===== src/rtl/fos_tdm_sched.sv =====
// Time-division-multiplexed first-order section: y = x1 + b1*x2 - a1*yp per channel,
// sharing one external multiplier. Define FOS_TDM_SCHED_SAT_EN to saturate the result.
module fos_tdm_sched #(
  parameter int NUM_CH = 4,
  parameter int CH_W   = 2
) (
  input  logic            clk,
  input  logic            reset,
  input  logic            in_valid,
  output logic            in_ready,
  input  logic [CH_W-1:0] in_ch,
  input  logic [31:0]     in_data,
  output logic            out_valid,
  input  logic            out_ready,
  output logic [CH_W-1:0] out_ch,
  output logic [31:0]     out_data,
  input  logic            cfg_we,
  input  logic [CH_W-1:0] cfg_ch,
  input  logic            cfg_sel,
  input  logic [31:0]     cfg_data,
  output logic [31:0]     mul_x,
  output logic [31:0]     mul_c,
  input  logic [31:0]     mul_p,
  output logic [1:0]      dbg_state
);

  // Handshakes: a transfer happens on a rising edge where valid and ready are both 1;
  // in_ready/out_valid depend only on the FSM state, never on the partner's valid/ready.

  typedef enum logic [1:0] {IDLE = 2'd0, MUL_B = 2'd1, MUL_A = 2'd2, OUT = 2'd3} state_t;

  state_t state, state_nxt;

  logic [CH_W-1:0] ch_q;
  logic [31:0]     x_q;
  logic [31:0]     b1_snap;
  logic [31:0]     a1_snap;
  logic [31:0]     pb_q;
  logic [31:0]     y_q;
  logic [31:0]     sum_res;

  logic [31:0] x1_mem [NUM_CH];
  logic [31:0] x2_mem [NUM_CH];
  logic [31:0] yp_mem [NUM_CH];
  logic [31:0] b1_mem [NUM_CH];
  logic [31:0] a1_mem [NUM_CH];

  assign dbg_state = state;
  assign out_ch    = ch_q;
  assign out_data  = y_q;

  // State register
  always_ff @(posedge clk) begin
    if (reset) state <= IDLE;
    else       state <= state_nxt;
  end

  // Next-state logic
  always_comb begin
    state_nxt = state;
    case (state)
      IDLE:    if (in_valid) state_nxt = MUL_B;
      MUL_B:   state_nxt = MUL_A;
      MUL_A:   state_nxt = OUT;
      OUT:     if (out_ready) state_nxt = IDLE;
      default: state_nxt = IDLE;
    endcase
  end

  // Outputs are forced quiet while reset is held, whatever the registered state.
  always_comb begin
    in_ready  = 1'b0;
    out_valid = 1'b0;
    mul_x     = 32'd0;
    mul_c     = 32'd0;
    if (!reset) begin
      case (state)
        IDLE:  in_ready = 1'b1;
        MUL_B: begin
          mul_x = x2_mem[ch_q];
          mul_c = b1_snap;
        end
        MUL_A: begin
          mul_x = yp_mem[ch_q];
          mul_c = a1_snap;
        end
        OUT:   out_valid = 1'b1;
        default: ;
      endcase
    end
  end

`ifdef FOS_TDM_SCHED_SAT_EN
  logic [33:0] sum_w;
  always_comb begin
    sum_w = {{2{x1_mem[ch_q][31]}}, x1_mem[ch_q]} + {{2{pb_q[31]}}, pb_q}
          - {{2{mul_p[31]}}, mul_p};
    // Three 32-bit terms fit in 34 bits; overflow shows as bits 33..31 disagreeing.
    if (sum_w[33] && (sum_w[32:31] != 2'b11))
      sum_res = 32'h8000_0000;
    else if (!sum_w[33] && (sum_w[32:31] != 2'b00))
      sum_res = 32'h7FFF_FFFF;
    else
      sum_res = sum_w[31:0];
  end
`else
  assign sum_res = x1_mem[ch_q] + pb_q - mul_p;
`endif

  // Datapath and per-channel state
  always_ff @(posedge clk) begin
    if (reset) begin
      ch_q    <= '0;
      x_q     <= 32'd0;
      b1_snap <= 32'd0;
      a1_snap <= 32'd0;
      pb_q    <= 32'd0;
      y_q     <= 32'd0;
      for (int i = 0; i < NUM_CH; i++) begin
        x1_mem[i] <= 32'd0;
        x2_mem[i] <= 32'd0;
        yp_mem[i] <= 32'd0;
        b1_mem[i] <= 32'd0;
        a1_mem[i] <= 32'd0;
      end
    end else begin
      // Coefficient writes touch only b1/a1, so they never collide with the OUT update.
      if (cfg_we) begin
        if (cfg_sel) a1_mem[cfg_ch] <= cfg_data;
        else         b1_mem[cfg_ch] <= cfg_data;
      end
      case (state)
        IDLE: begin
          if (in_valid) begin
            ch_q    <= in_ch;
            x_q     <= in_data;
            b1_snap <= b1_mem[in_ch];
            a1_snap <= a1_mem[in_ch];
          end
        end
        MUL_B: pb_q <= mul_p;
        MUL_A: y_q  <= sum_res;
        OUT: begin
          if (out_ready) begin
            x2_mem[ch_q] <= x1_mem[ch_q];
            x1_mem[ch_q] <= x_q;
            yp_mem[ch_q] <= y_q;
          end
        end
        default: ;
      endcase
    end
  end

endmodule


===== config.mk =====
export PLATFORM = sky130hd
export DESIGN_NAME = fos_tdm_sched
export DESIGN_NICKNAME = d
export VERILOG_FILES = /design/src/rtl/fos_tdm_sched.sv
export SDC_FILE = /design/constraint.sdc
export NUM_CORES = 1
export LEC_CHECK = 0
export BUFFER_PORTS_ARGS = -buffer_cell sky130_fd_sc_hd__buf_2
export CAP_MARGIN = 20
export CORE_ASPECT_RATIO = 1.4
export CORE_MARGIN = 1.5
export CORE_UTILIZATION = 35
export DETAILED_ROUTE_END_ITERATION = 12
export PLACE_DENSITY_LB_ADDON = 0.3
export REMOVE_ABC_BUFFERS = 1
export SLEW_MARGIN = 15
export SYNTH_ARGS = -nofsm -noshare
export SYNTH_HDL_FRONTEND = slang
export SYNTH_SLANG_ARGS = --single-unit
export TNS_END_PERCENT = 20

===== constraint.sdc =====
create_clock -name clk -period 14.6 [get_ports clk]
set_input_delay 3.65 -clock clk [delete_from_list [all_inputs] [get_ports clk]]
set_output_delay 3.65 -clock clk [all_outputs]
set_load 0.02 [all_outputs]

# ---- Word-level counts from Yosys, hierarchy flattened
# Memory sizes are Yosys's and may differ from the RTL's. A register that Yosys moved wholly into a read port is not among the register bits.
# Index checks and enable logic that the tools add are counted.
dict set report word_totals {
  register_bits 100
  ram_bits 640
  out_inout_bits 102
  mem_count 5
}
# name words width read_ports rd_clocked_by_memory_dff wr line_no
set memory_table {}
lappend memory_table {a1_mem 4 32 1 1 4 46} ;# logic [31:0] a1_mem [NUM_CH];
lappend memory_table {b1_mem 4 32 1 1 4 45} ;# logic [31:0] b1_mem [NUM_CH];
lappend memory_table {x1_mem 4 32 1 1 4 42} ;# logic [31:0] x1_mem [NUM_CH];
lappend memory_table {x2_mem 4 32 1 1 4 43} ;# logic [31:0] x2_mem [NUM_CH];
lappend memory_table {yp_mem 4 32 1 1 4 44} ;# logic [31:0] yp_mem [NUM_CH];
dict set report classes {
  add_sub_neg 2
  n_eq_ne 5
  muxes 46
  reduce_logical 8
}
# cell n
set op_table {}
lappend op_table {{$mux 32} 7}
lappend op_table {{$reduce_or 32->1} 5}
lappend op_table {{$pmux 32 s2} 2}
lappend op_table {{$add 32x32->32} 1}
lappend op_table {{$sub 32x32->32} 1}
lappend op_table {{$mux 2} 13}
lappend op_table {{$mux 1} 23}
lappend op_table {{$pmux 2 s4} 1}
lappend op_table {{$eq 2x2->1 const B} 2}
lappend op_table {{$ne 2x2->1 const B} 2}
lappend op_table {{$reduce_and 2->1} 2}
lappend op_table {{$eq 2x1->1 const B} 1}
lappend op_table {{$logic_not 2->1} 1}

# ---- Depth between registers and ports, before layout
dict set report depth {
  depth_word 6
  mapped_depth 15
  depth_no_buf 13
}

# ---- Worst setup path before layout
# Ideal clock, no wire load.
dict set report synth_timing {
  path_kind {input-to-reg}
  startpoint {in out_ready}
  endpoint {mem x1_mem[1][0] (enable)}
  setup_ns 0.683
  t_arrival_ns 10.455
  t_required_ns 13.917
  slack_ns 3.462
  path_stages 2
  path_cell_list {nand2_1 o21ai_0}
}
# element line_no
set synth_lines {}
lappend synth_lines {{start, declared} 14} ;# input logic out_ready,
lappend synth_lines {{end, declared} 42}

# ---- Final worst setup path
dict set report layout_timing {
  startpoint {in reset}
  endpoint {out mul_c[29]}
}
dict set report layout_between {
  elab_chain_cells 1
}
# element line_no
set layout_rtl {}
lappend layout_rtl {{start, declared} 8} ;# input logic reset,
lappend layout_rtl {{$mux 32} 76} ;# if (!reset) begin
lappend layout_rtl {{end, declared} 22} ;# output logic [31:0] mul_c,
# Every way passes these cells.

==> out/qor.txt <==
Commonest non-fill, non-tap cell in the layout: edfxtp_1
Reg2Reg Depth: 13
Number of synthesized flops with an enable pin: 640
Area of the multi-input gates: 13,200 um^2
Worst Hold End: b1_snap[16]$_SDFFE_PP0P_
Ys async rst share: 0
Finish-stage setup viols: 0
Outcome: finished clean
Register area: 22,600 um^2
DRC viols: 0
Max-slew violation count: 0
First-pass GRT wire length: 150,000 um
CP required: 10.95 ns
Synth warnings: 0
Total wire length: 100,000 um
First DRT Iteration DRCs: 1,538
CP peak stage delay: 0.60 ns
Leak Pwr: 0.0155 uW
Core area: 104,000 um^2
Predominant post-synthesis flop cell: edfxtp_1
Buffers on Ports: 207
M3 GR Usage: 0.0250
Post-synthesis adder-cell area fraction: 0.0294
Synth Register Bits: 806
Proportion of synthesized area in mux cells: 0.111
Clock Latency Late Sink: 0.69 ns
GRT Util Overall: 0.187
Site Rows: 140
Maximum vdd ir drop: 195 uV
Post-synthesis compound-gate area fraction: 0.0523
Crit start category: primary input
Met1 usage in global routing: 0.228
Xor/xnor share of the synthesized area: 0.00523
Worst setup path class: in2out
Nets: 3,137
Final ANT Viol Nets: 0
Crit. End Element: primary output
Final cell count without fillers: 4,384
Grt peak-use layer: met2
Vias in the first global route: 23,200
Fin crit period: 9.09 ns
Clock skew: 0.0214 ns
Design area: 42,200 um^2
Grt total ovfl: 0
Sequential area share after synthesis: 0.612
Initial antenna violation count: 6
Ports: 208
Reg2reg setup slack: 9.56 ns
Worst-margin pin slew: 1.10 ns
PostCTS Resize Cnt: 0
Layout cells sized above 1: 0.194
Reg2reg end: out_data[28]$_SDFFE_PP0P_
Drt first pass iters: 5
Relative slew slack: 0.269
Worst hold stages: 2
Max cap viols: 0
Placed inst area: 39,400 um^2
Initial core utilization: 0.353
Post-route setup slack: 5.51 ns
Antenna diodes: 0
Area delta synth->final: 14.5%
GP Congestion: 0.900
Main combinational cell family by area after synthesis: simple AND/OR/NAND/NOR gates
HP Start: b1_snap[16]$_SDFFE_PP0P_
Largest net degree at the start of global routing: 66
Via Count: 22,500
Crit path cell chain: buf_6, inv_2, nand2_4, nor2_1, buf_2
Met2 Usage GRT: 0.342
CTS Buf Count: 84
Peak Freq: 0.110 GHz
Post-place setup slack: 5.40 ns
Synthesized area: 36,800 um^2
Setup bufs post-CTS: 0
Simple-gate area share of the yosys netlist: 0.156
Die area: 107,000 um^2
Placed insts: 4,226
Routed vias/inst: 5.12
Cells after synthesis: 2,814
Crit path DAT: 5.44 ns
Die width: 277 um
Pwr/cell area: 156 nW/um^2
Hold-fix buffers, CTS: 0
Syn Area/Cell: 13.1 um^2
Clock Tree Buf Depth: 3
Hold Violations, Final: 0
Die height: 387 um
CP max FO: 64
Fillers: 9,691
Fin Setup TNS: 0 ns
Fin crit share: 0.623
DP Wirelength: 58,800 um
Synth unique cells: 69
Htree depth: 3
CTS tree: built
Slowest-stage cell, CP: nand2_4
DR WL/cell: 22.9 um
# clock sinks: 806
Clock root cell: clkbuf_16
Worst-path clk slew: 0.06 ns
RSZ-0062 raised after global routing: no
Most frequent cells in the layout: edfxtp_1, and2_1, nand2_1, buf_2, nor2_1
Min-Delay Path Class: reg2reg
[logic make-up after synthesis]
family,after synthesis
multiplexers,209
buffers and inverters,324
adder cells (fa/ha/maj),68
AND/OR/NAND/NOR,1087
XOR/XNOR,22
flip-flops,806
AO/OA/AOI/OAI,298
[synth_stat cells, types with 3 or more instances]
cell,n,area [um^2]
a22oi_1,66,495
dfxtp_1,166,3320
nor2_1,174,653
edfxtp_1,640,19200
o21ai_1,6,30.0
or3_1,4,25.0
o31ai_1,3,22.5
fa_1,31,621
clkbuf_1,157,589
o211ai_1,3,22.5
o22ai_1,4,25.0
nand2b_1,3,18.8
buf_1,8,30.0
o21ai_0,23,115
inv_1,136,510
xnor2_1,14,123
a211oi_1,3,22.5
mux2i_1,49,490
nor3b_1,5,37.5
a31oi_1,3,18.8
mux4_2,160,3600
o21a_1,6,45.0
and3_1,7,43.8
nor3_1,41,205
a211o_1,3,26.3
a21oi_1,134,671
and2_1,551,3450
xor2_1,8,70.1
nor4_1,32,200
or2_2,6,37.5
nand3_1,13,65.1
nand2_1,236,886
ha_1,37,463
a21o_1,11,82.6
buf_2,20,100
nand4_1,8,50.1
[critical path, delay by kind of cell]
family	cells	cell delay (ns)
simple gates	2	0.89
buf+inv	3	0.82
[where the power goes]
| part | switching (uW) | internal, uW | leakage [uW] |
|---|---|---|---|
| Combinational | 1020 | 536 | 0.00631 |
| Sequential | 131 | 2670 | 0.00779 |
| Clock | 946 | 1270 | 0.00138 |
| Total | 2100 | 4470 | 0.0155 |
[stage by stage]
stage               hold WS (ns)  power [uW]   util
floorplan                  0.430        3860      -
global placement           0.441        4410  0.378
detailed placement         0.447        4420  0.378
CTS                        0.455        6640  0.405
global route               0.475        6870  0.405
finish                     0.452        6570  0.405
[layer usage]
layer | routed length [um] | up-vias
met2 | 52300 | 560
met4 | 2210 | 10
met5 | 55 | -
li1 | - | 10400
met3 | 4380 | 124
met1 | 41300 | 11400
[state kept, by name (all words and copies together) (netlist names), named ones only]
name	cells
a1_mem	128
b1_snap	32
pb_q	32
yp_mem	128
out_ch	2
out_data	32
b1_mem	128
a1_snap	32
x2_mem	128
x_q	32
dbg_state	2
x1_mem	128
[worst max path at each step]
stage | start | slack (ns) | endpoint | cells past startpoint
2_1_floorplan | out_ready | 3.46 | x1_mem[3][0]$_DFFE_PP_ | 2
3_3_place_gp | reset | 5.50 | mul_x[9] | 5
3_5_place_dp | reset | 5.40 | mul_c[29] | 5
4_1_cts | reset | 5.41 | mul_c[29] | 5
5_1_grt | reset | 5.31 | mul_c[29] | 5
6_report | reset | 5.51 | mul_c[29] | 5
[cell type report]
type,instances,share of cell area
well taps,1349,0.0400
multi-input cells,1684,0.314
repair buffers,250,0.0324
clock inverters,35,0.00964
clock buffers,123,0.0571
inverters,137,0.0122
flip-flops and latches,806,0.535
Note: power is estimated with default switching activity, not from simulation.
